**config.mk**
```make
export PLATFORM = sky130hd
export DESIGN_NAME = regfile_wb_arbiter
export DESIGN_NICKNAME = d
export VERILOG_FILES = /design/src/rtl/regfile_pkg.sv /design/src/rtl/rr_arbiter.sv /design/src/rtl/regfile_wb_arbiter.sv
export SDC_FILE = /design/constraint.sdc
export NUM_CORES = 1
export LEC_CHECK = 0
export CORE_UTILIZATION = 36
export DETAILED_ROUTE_END_ITERATION = 16
export PLACE_DENSITY = 0.81
export SYNTH_ARGS = -nofsm -noshare
export SYNTH_HDL_FRONTEND = slang
export SYNTH_SLANG_ARGS = --single-unit
```
**constraint.sdc**
```tcl
create_clock -name clk -period 2.75 [get_ports clk]
set_input_delay 0.6875 -clock clk [delete_from_list [all_inputs] [get_ports clk]]
set_output_delay 0.6875 -clock clk [all_outputs]
set_load 0.01 [all_outputs]
```
**src/rtl/regfile_pkg.sv**
```systemverilog
// Shared constants for the register-file write-back path.
package regfile_pkg;

    localparam int unsigned XLEN     = 32;
    localparam int unsigned AW       = 5;
    localparam int unsigned NREGS    = 32;
    localparam int unsigned N_WB_SRC = 3;

    // Requester slots on the write-back arbiter
    localparam int unsigned SRC_ALU = 0;
    localparam int unsigned SRC_LSU = 1;
    localparam int unsigned SRC_CSR = 2;

endpackage

```
**src/rtl/rr_arbiter.sv**
```systemverilog
// Combinational round-robin arbiter: search starts just after ptr, first request wins.
module rr_arbiter #(
    parameter  int unsigned N  = 3,
    localparam int unsigned PW = (N > 1) ? $clog2(N) : 1
) (
    input  logic [N-1:0]  req,
    input  logic [PW-1:0] ptr,
    output logic [N-1:0]  gnt
);

    logic found;

    always_comb begin
        gnt   = '0;
        found = 1'b0;
        for (int unsigned k = 1; k <= N; k++) begin
            for (int unsigned j = 0; j < N; j++) begin
                if (!found && req[j] && (((32'(ptr) + k) % N) == j)) begin
                    gnt[j] = 1'b1;
                    found  = 1'b1;
                end
            end
        end
    end

endmodule

```
**src/rtl/regfile_wb_arbiter.sv**
```systemverilog
// Write-back arbiter, output stage and pending-write scoreboard for the 32x32 register file.
// Optional feature macro BYPASS_EN: forward the committing write to rs1/rs2 and mask busy.
module regfile_wb_arbiter #(
    parameter int unsigned N_SRC = regfile_pkg::N_WB_SRC,
    parameter int unsigned XLEN  = regfile_pkg::XLEN,
    parameter int unsigned AW    = regfile_pkg::AW
) (
    input  logic                  clk,
    input  logic                  rst,
    input  logic [N_SRC-1:0]      wb_valid,
    input  logic [N_SRC*AW-1:0]   wb_rd,
    input  logic [N_SRC*XLEN-1:0] wb_data,
    output logic [N_SRC-1:0]      wb_ready,
    input  logic                  issue_valid,
    input  logic [AW-1:0]         issue_rd,
    input  logic [AW-1:0]         rs1,
    input  logic [AW-1:0]         rs2,
    output logic                  busy1,
    output logic                  busy2,
    output logic                  rf_we,
    output logic [AW-1:0]         rf_waddr,
    output logic [XLEN-1:0]       rf_wdata,
    output logic                  fwd1,
    output logic                  fwd2,
    output logic [XLEN-1:0]       fwd_data
);

    localparam int unsigned PW    = $clog2(N_SRC);
    localparam int unsigned NREGS = 32'(1) << AW;

    logic [PW-1:0]    r_ptr;
    logic             r_we;
    logic [AW-1:0]    r_waddr;
    logic [XLEN-1:0]  r_wdata;
    logic [NREGS-1:0] r_pending;

    logic [N_SRC-1:0] w_gnt;
    logic             w_hs;
    logic [PW-1:0]    w_gnt_idx;
    logic [AW-1:0]    w_sel_rd;
    logic [XLEN-1:0]  w_sel_data;
    logic [NREGS-1:0] w_pending_nxt;

    rr_arbiter #(.N(N_SRC)) u_arb (
        .req (wb_valid),
        .ptr (r_ptr),
        .gnt (w_gnt)
    );

    // Output stage never stalls, so a grant is always a completed handshake
    assign wb_ready = rst ? '0 : w_gnt;
    assign w_hs     = |wb_ready;

    always_comb begin
        w_gnt_idx  = '0;
        w_sel_rd   = '0;
        w_sel_data = '0;
        for (int unsigned i = 0; i < N_SRC; i++) begin
            if (w_gnt[i]) begin
                w_gnt_idx  = PW'(i);
                w_sel_rd   = wb_rd[i*AW +: AW];
                w_sel_data = wb_data[i*XLEN +: XLEN];
            end
        end
    end

    // Issue set takes precedence over a same-cycle commit clear
    always_comb begin
        w_pending_nxt = r_pending;
        if (r_we) begin
            w_pending_nxt[r_waddr] = 1'b0;
        end
        if (issue_valid && (issue_rd != '0)) begin
            w_pending_nxt[issue_rd] = 1'b1;
        end
        w_pending_nxt[0] = 1'b0;
    end

    always_ff @(posedge clk) begin
        if (rst) begin
            r_ptr     <= PW'(N_SRC - 1);
            r_we      <= 1'b0;
            r_waddr   <= '0;
            r_wdata   <= '0;
            r_pending <= '0;
        end else begin
            r_pending <= w_pending_nxt;
            r_we      <= w_hs && (w_sel_rd != '0);
            if (w_hs) begin
                r_ptr   <= w_gnt_idx;
                r_waddr <= w_sel_rd;
                r_wdata <= w_sel_data;
            end
        end
    end

    assign rf_we    = r_we;
    assign rf_waddr = r_waddr;
    assign rf_wdata = r_wdata;

`ifdef BYPASS_EN
    assign fwd1     = r_we && (r_waddr == rs1) && (rs1 != '0);
    assign fwd2     = r_we && (r_waddr == rs2) && (rs2 != '0);
    assign fwd_data = r_wdata;
`else
    assign fwd1     = 1'b0;
    assign fwd2     = 1'b0;
    assign fwd_data = '0;
`endif

    // A register being written this cycle is not a stall once it can be forwarded
    assign busy1 = r_pending[rs1] & ~fwd1;
    assign busy2 = r_pending[rs2] & ~fwd2;

endmodule

```
==> results of run 1 <==
routing by layer:
metal,wire length [µm],track usage
met2,7205,0.4135
met1,4901,0.2485
met3,1309,0.08535
met5,0,0
met4,213,0.08219
worst min-delay path by stage:
stage | slack, ps | end | from
2_1_floorplan | 460 | r_pending[1] | r_pending[1]
3_3_place_gp | 480 | r_pending[30] | r_pending[30]
3_5_place_dp | 490 | r_pending[19] | r_pending[19]
4_1_cts | 500 | rf_wdata[2] | rf_wdata[2]
5_1_grt | 530 | rf_wdata[28] | rf_wdata[28]
6_report | 500 | rf_wdata[2] | rf_wdata[2]
area by class of cell:
class / count / share of cell area
well taps: 140 / 0.02855
clock buffers: 9 / 0.02019
clock inverters: 7 / 0.01040
repair buffers: 196 / 0.3296
flip-flops and latches: 71 / 0.2317
inverters: 3 / 0.001836
multi-input cells: 345 / 0.3777
state kept, by name (all words and copies together), names as in the netlist:
register,flops
rf_waddr,5
rf_wdata,32
r_ptr,2
rf_we,1
r_pending,31
Yosys cell counts (2+ instances only):
cell type and number:
sky130_fd_sc_hd__dfxtp_1 71, sky130_fd_sc_hd__nand2_1 52, sky130_fd_sc_hd__nor2_1 47, sky130_fd_sc_hd__buf_4 40
sky130_fd_sc_hd__o21ai_0 40, sky130_fd_sc_hd__a21oi_1 38, sky130_fd_sc_hd__a211oi_1 32, sky130_fd_sc_hd__a222oi_1 32
sky130_fd_sc_hd__clkbuf_1 19, sky130_fd_sc_hd__mux4_2 18, sky130_fd_sc_hd__buf_2 11, sky130_fd_sc_hd__nand3b_1 5
sky130_fd_sc_hd__a31oi_1 4, sky130_fd_sc_hd__and2_1 4, sky130_fd_sc_hd__nor3b_1 4, sky130_fd_sc_hd__inv_1 3
sky130_fd_sc_hd__nand2b_1 3, sky130_fd_sc_hd__and3_1 2, sky130_fd_sc_hd__ha_1 2, sky130_fd_sc_hd__mux2_1 2
sky130_fd_sc_hd__mux2_2 2, sky130_fd_sc_hd__nand3_1 2, sky130_fd_sc_hd__nor3_1 2, sky130_fd_sc_hd__or3b_2 2
tightest hold or removal path: cells and delay by family (launching register included):
family | cells | cell delay, ps
and+or+nand+nor | 1 | 90
AOI/OAI and AO/OA | 1 | 50
DFF | 1 | 310
power breakdown:
group / internal [mW] / total, mW / switching, mW / leakage, nW
registers: 1.15 / 1.24 / 0.0903 / 0.580
logic: 0.709 / 1.35 / 0.640 / 1.50
clock network: 0.348 / 0.801 / 0.453 / 0.0903
total: 2.21 / 3.39 / 1.18 / 2.17
stage by stage:
step / hold WS [ps] / cell area [µm²] / setup WS (ps)
2_1_floorplan: 458.5 / 4164 / 9.200
3_3_place_gp: 479.0 / 5861 / -974.8
3_5_place_dp: 492.1 / 5861 / -1009
4_1_cts: 504.3 / 6130 / -210.8
5_1_grt: 525.4 / 6135 / -260.0
6_report: 500.0 / 6135 / -204.7
timing repair:
| action | 4_1_cts | 5_1_grt |
|---|---|---|
| resized for setup | 38 | 5 |
| endpoints found under the hold margin | 0 | 0 |
| setup endpoints to repair | 5 | 4 |
| pin swaps | 0 | 1 |
| gates cloned | 2 | 0 |
cell families (layout without fill, tap and decap cells):
kind of cell	after synthesis	count (layout)	share of synthesized area
buffers and inverters	74	215	0.1096
AO/OA/AOI/OAI	158	158	0.2744
AND/OR/NAND/NOR	129	129	0.1444
flip-flops	71	71	0.3527
adder cells (fa/ha/maj)	2	2	0.006208
multiplexers	22	22	0.1118
other	1	34	0.0009305
==> flow_results.org, run 1 <==
** Setup path
- For the worst setup path, the data required time is 2060 ps.
- Origin of the worst setup path :: rs2[1]
- The worst register-to-register path begins at r_ptr[1].
- Slowest stage cell, crit path :: sky130_fd_sc_hd__mux4_2
- Max Fanout on Critical Path :: 8
- Top cell family by delay on the critical path :: multiplexers
- Startpoint type of the worst setup path :: primary input
- In this run the critical register-to-register path is captured at rf_wdata[0].
- The worst setup path is captured at an output port.
- Series of cell instances along the critical path :: dlygate4sd2_1 > buf_6 > mux4_2 > mux4_2 > mux2_4 > buf_6
- Category of the critical setup timing path :: in -> out
- Levels on crit path :: 6
- Count of buffer and inverter cells on the critical path :: 3
- Max incr delay on CP :: between 400 and 500 ps
- The number of cells on the worst reg-to-reg path is 10.
- Reg2reg setup slack :: 390 ps
- For the worst setup path, the data arrival time is 2270 ps.
- In this run the worst setup path terminates at busy2.

** Timing
- Maximum clock rate :: between 300 and 400 MHz
- The count of endpoints failing hold in the final timing report is 0.
- Setup repair after global routing could not meet its margin everywhere.
- Setup violations remaining at the end of the flow were counted as 2.
- At the pin with the least slew margin, the transition time is 748.8 ps.
- Post-route setup TNS :: -409.2 ps
- Final-report max-slew violation count :: 0
- After layout, the minimum clock period comes to 2955 ps.
- In this run the tightest slew margin relative to its limit is 0.4989.
- Final worst path period share :: 1.074
- After layout, the worst setup slack is -204.7 ps.
- Largest clock skew in the final design :: slightly below 8 ps

** Power
- Total leakage power :: about 2.2 nW
- Dividing total power by cell area gives a power density of between 500 and 600 nW/µm².
- The design draws 3.388 mW.
- VDD sags by at most ~320 µV.

** Global routing
- The first global-routing pass estimated around 21000 µm of wire.
- Via count of the first global-routing pass :: roughly 4300
- In the global route stage, overall resource usage came out at 0.2315.
- Entering global routing, the biggest net connects just over 70 pins.
- The number of antenna violations at the first check in global routing came to 0.
- Total grt overflow :: 0

** Run status
- The final reports fail on negative setup slack.
- Run status :: complete, but fails checks

** Die
- Site row count :: 38
- For this configuration, the core starts out at a cell density of 0.3701.
- From left edge to right edge, the die measures 107.8 µm.
- Pin placement for this block handled roughly 210 I/O pins.
- Floorplan Core Area :: 10890 µm²
- Vert. Die Dim :: around 110 µm
- DIE AREA :: between 10000 and 15000 µm²

** Placement
- The number of placed instances, taps included, is around 750.
- Post-DP HPWL :: between 9000 and 10000 µm
- Count of buffers inserted at the top-level ports :: ~170
- Routability-driven placement finished with a final weighted congestion of 0.8446.

** Flow run
- Max-cap violations in this run came to 0.

** Drt
- Across all layers, the routed design uses 4373 vias.
- After detailed routing, the number of vias per cell comes to around 5.7.
- Once detail routing completed, the nets flagged for antenna violations numbered 0.
- For this block, the initial DRC count from the detailed router was 372.
- In the final routed layout, each cell accounts on average for about 18 µm.
- Post-route DRC violation count :: 0
- Drt pass-1 iters :: 7
- For this block, the routed nets add up to approximately 14000 µm of wire.

** Synthesis
- After synthesis, the share of flip-flops with an asynchronous set or reset is 0.
- Synth cell types :: 44
- The share of synthesized area in the top cell type comes to 0.3527.
- Proportion of synthesized chip area in sequential cells :: 0.3527
- Synthesis produced around 460 cells.
- Post-synthesis register bit count :: 71
- Synth Warn # :: 0
- Combined area of all synthesized cells :: about 4000 µm²
- Number of synthesized flops with an enable pin :: 0
- Primary FF master, synth :: sky130_fd_sc_hd__dfxtp_1
- A synthesized cell averages 8.819 µm².
- Of all cell types, the one taking the most synthesized area is sky130_fd_sc_hd__dfxtp_1.
- Ranked by total cell area, the synthesized netlist is headed by sky130_fd_sc_hd__dfxtp_1, sky130_fd_sc_hd__mux4_2, sky130_fd_sc_hd__a222oi_1.

** Layout
- Once layout is complete, the utilization of the core stands at 0.5634.
- Leading cell type in the layout, fill and taps excluded :: sky130_fd_sc_hd__clkdlybuf4s50_1
- In the final layout, the multi-input gates occupy ~2300 µm².
- After the last flow step, the layout net total stands at 760.
- After the flow finishes, the layout carries non-filler instances totaling around 770.
- Relative to the synthesized area, the layout overhead comes to 52.22%.
- Filler Cells Inserted :: around 960
- Diodes inserted :: 0
- In the final layout, the share of cells above drive strength 1 is 0.1236.
- Register area :: about 1400 µm²
- In the layout the commonest cells are sky130_fd_sc_hd__clkdlybuf4s50_1, sky130_fd_sc_hd__dfxtp_1, sky130_fd_sc_hd__nand2_1.

** Clocking
- Sink count of the clock tree :: between 70 and 80
- Clk slew on worst S/H paths :: about 80 ps
- Clock latency on the worst-skew pair, taken at its later pin, is around 350 ps.
- Buffers inserted during clock tree synthesis total 9.
- Setup bufs post-CTS :: 0
- No sink is reached through more buffers than the 2 on the longest clock path.
- CTS Root Buffer Type :: sky130_fd_sc_hd__clkbuf_8
- Buffers inserted to repair hold after CTS numbered 0.
- TritonCTS clock tree :: done
- Maximum level of the CTS H-tree :: 3

** Worst hold path
- The worst hold path belongs to the class reg -> reg.
- Cell depth of the worst min-delay path :: 2
(Power assumes the default switching activity.)
==> run 2: changes to the inputs <==
--- a/config.mk
+++ b/config.mk
@@ -5,9 +5,10 @@
 export SDC_FILE = /design/constraint.sdc
 export NUM_CORES = 1
 export LEC_CHECK = 0
-export CORE_UTILIZATION = 36
+export CORE_UTILIZATION = 43
 export DETAILED_ROUTE_END_ITERATION = 16
-export PLACE_DENSITY = 0.81
+export HOLD_SLACK_MARGIN = 0.05
+export PLACE_DENSITY = 0.9
 export SYNTH_ARGS = -nofsm -noshare
 export SYNTH_HDL_FRONTEND = slang
 export SYNTH_SLANG_ARGS = --single-unit
==> constraint.sdc (replaced) <==
create_clock -name clk -period 3.5 [get_ports clk]
set_input_delay 0.875 -clock clk [delete_from_list [all_inputs] [get_ports clk]]
set_output_delay 0.875 -clock clk [all_outputs]
set_load 0.01 [all_outputs]
==> flow_results.org, run 2 (synthesis results as in run 1) <==
** Flow run
- Across the run, the number of max-cap violations was 0.

** Drt
- The routed layout has around 4400 vias.
- DRT Wirelength :: between 10000 and 15000 µm
- The count of nets left with antenna violations once routing finished came out at 0.
- Vias per Instance :: between 6 and 7
- For this run, the detailed router's first-pass iteration total came to 8.
- Post-detailed-route wirelength per cell :: 19.42 µm
- In the routed design, unresolved DRC markers number 0.
- Detailed Route Iter0 Violations :: ~340

** Power
- For this design the ratio of total power to cell area is 450.7 nW/µm².
- In this run the power spent charging and discharging nets is 0.8850 mW.
- Of the total power, the share spent switching nets is 0.3262.
- Clock share of power :: 0.264
- Internal Pwr Total :: between 1.5 and 2 mW
- Sequential cell fraction of total power :: 0.360
- The share of total power dissipated in combinational logic is 0.377.
- The analysis attributes to cell leakage a power of between 2 and 2.5 nW.
- VDD sags by at most between 400 and 500 µV.

** Die
- The floorplan has 34 rows.
- Vert. Die Dim :: a little under 100 µm
- Overall die width :: just under 100 µm
- Top Ports :: 209
- The initial utilization of the core area, before any placement, comes to 0.4533.
- The floorplan step defined a die boundary enclosing between 9000 and 10000 µm².
- The region available for standard cell placement spans slightly below 9000 µm².

** Placement
- At the end of routability-driven placement, the weighted congestion stood at about 0.9.
- Post-DP HPWL :: ~10000 µm
- The number of placed instances, taps included, is between 700 and 800.
- Port buffering added around 170 buffers.
- After detailed placement, the total cell area comes to around 5700 µm².
- Worst setup timing slack at the placement stage :: -639.8 ps

** Setup path
- For the worst setup path, the data arrival time is approximately 2600 ps.
- Category of the critical setup timing path :: in -> out
- The worst register-to-register path has a depth of 10.
- The endpoint identified for the worst register-to-register timing path is rf_wdata[0].
- Endpoint class of the critical path :: output port
- Data on the critical path is required at its endpoint by ~2600 ps.
- Reg2reg setup slack :: around 1100 ps
- Reg-to-reg critical path startpoint :: r_ptr[1]
- STA classifies the critical path startpoint as a primary input.
- Max Fanout on Critical Path :: 4

** Timing
- Setup violations remaining at the end of the flow were counted as 0.
- The worst path in the final design needs a cycle of roughly 3500 ps, including I/O delays and setup.
- Least-Margin Pin Slew :: a little under 800 ps
- Final-report max-slew violation count :: 0
- Count of final hold-check violations :: 0
- Final worst path period share :: 0.9936
- Post-route setup TNS :: 0 ps
- In the post-route analysis, the smallest setup slack over all paths is 22.45 ps.
- In this run the tightest slew margin relative to its limit is 0.4876.
- Clock skew on the completed layout was measured at ~11 ps.
- Maximum clock rate :: around 290 MHz
- Setup repair after global routing missed its margin :: false

** Worst hold path
- Along the worst hold path, the cell count comes to 2.
- Hold Path Origin :: rf_wdata[31]
- In this run the worst hold path is classified as reg -> reg.
- The path with the worst hold slack has its endpoint at rf_wdata[31].

** Global routing
- Maximum number of pins on one net before global-route repair :: 73
- The number of antenna violations at the first check in global routing came to 0.
- The first global-routing pass estimated 22160 µm of wire.
- In the global route stage, overall resource usage came out at 0.2936.
- Total grt overflow :: 0
- The via count of the first global-routing pass is 4479.

** Clocking
- CTS saw between 70 and 80 sinks.
- Maximum level of the CTS H-tree :: 3
- CTS buffer count :: 9
- Later-pin clock latency in the skew report :: 350 ps
- TritonCTS clock tree :: done
- In this run the deepest clock path goes through 2 buffers.
- Hold Buf Count CTS :: 0
- Clk slew on worst S/H paths :: roughly 60 ps
- The tree is rooted in a sky130_fd_sc_hd__clkbuf_8.

** Layout
- Most frequent cells in the layout :: sky130_fd_sc_hd__clkdlybuf4s50_1, sky130_fd_sc_hd__dfxtp_1, sky130_fd_sc_hd__nand2_1
- Leaving out fill and tap cells, the most frequent cell in the layout is sky130_fd_sc_hd__clkdlybuf4s50_1.
- Cell area after layout :: 6020 µm²
- For this run, the number of standard cells in the final layout without fillers is 732.
- The register with the most flip-flops in the layout has 32 of them.
- The repair_antennas step left the layout with diodes totalling 0.
- Across the whole layout, storage elements account for about 1400 µm².
- Layout cell share with drive strength beyond 1 :: 0.1074
- Final nets :: approximately 750
- Filler Cells Inserted :: 676
- The area growth from synthesis to layout is 49.36%.
- In the final layout, the multi-input gates occupy 2305 µm².

** Run status
- Run status :: completed
-- run 2: cell types whose count changed in the layout (fill, tap and decap cells not counted), sizes merged --
cell / previous run / this run
clkinvlp: 2 / 0
bufinv: 0 / 2
clkinv: 1 / 3
bufbuf: 0 / 2
buf: 27 / 18
dlygate4sd2: 4 / 2
inv: 7 / 3
clkdlybuf4s50: 163 / 167
-- run 2: per-stage QoR --
stage,power [mW],util,hold slack [ps]
2_1_floorplan,1.551,-,458.5
3_3_place_gp,1.947,0.6445,474.8
3_5_place_dp,1.982,0.6445,492.4
4_1_cts,2.705,0.6746,501.8
5_1_grt,2.852,0.6770,522.9
6_report,2.713,0.6770,498.6
-- run 2: layer usage --
layer  vias up  track usage  share of wire
met2       275       0.5304           0.52
met1      2059       0.2908           0.32
met4         0       0.1848          0.056
met5         -            0              0
met3        66      0.09362          0.099
li1       1995            -              -
-- run 2: layout make-up --
type / count / area share
inverters: 3 / 0.001871
clock buffers: 11 / 0.02182
flip-flops and latches: 71 / 0.2361
multi-input cells: 345 / 0.3829
well taps: 108 / 0.02245
repair buffers: 189 / 0.3211
clock inverters: 5 / 0.01372
-- run 2: worst max path at each step --
stage          startpoint  slack [ps]  endpoint  cells after the start
6_report           rs2[0]          20     busy2                      6
3_3_place_gp       rs2[0]        -600     busy2                      6
4_1_cts            rs2[0]          20     busy2                      6
5_1_grt            rs2[0]           3     busy2                      6
3_5_place_dp       rs2[0]        -640     busy2                      6
2_1_floorplan      rs1[1]         280     busy1                      6
-- run 2: critical path, stage by stage --
cell	delay (ps)
sky130_fd_sc_hd__buf_4	100
sky130_fd_sc_hd__bufbuf_16	250
sky130_fd_sc_hd__mux4_2	500
sky130_fd_sc_hd__mux4_2	460
sky130_fd_sc_hd__mux2_2	280
sky130_fd_sc_hd__buf_2	140
-- run 2: timing repair --
action                                  in CTS  in global routing
gates cloned                                 2                  0
endpoints found under the setup margin       2                  4
setup buffers                                0                  0
resized for setup                           21                  7
-- run 2: power groups by stage --
stage / Sequential [mW] / Clock, mW / Combinational (mW)
after floorplan: 1.01 / 0 / 0.543
after global placement: 0.983 / 0 / 0.963
after detailed placement: 0.989 / 0 / 0.993
after CTS: 0.974 / 0.723 / 1.01
after global routing: 0.988 / 0.760 / 1.10
final: 0.976 / 0.715 / 1.02
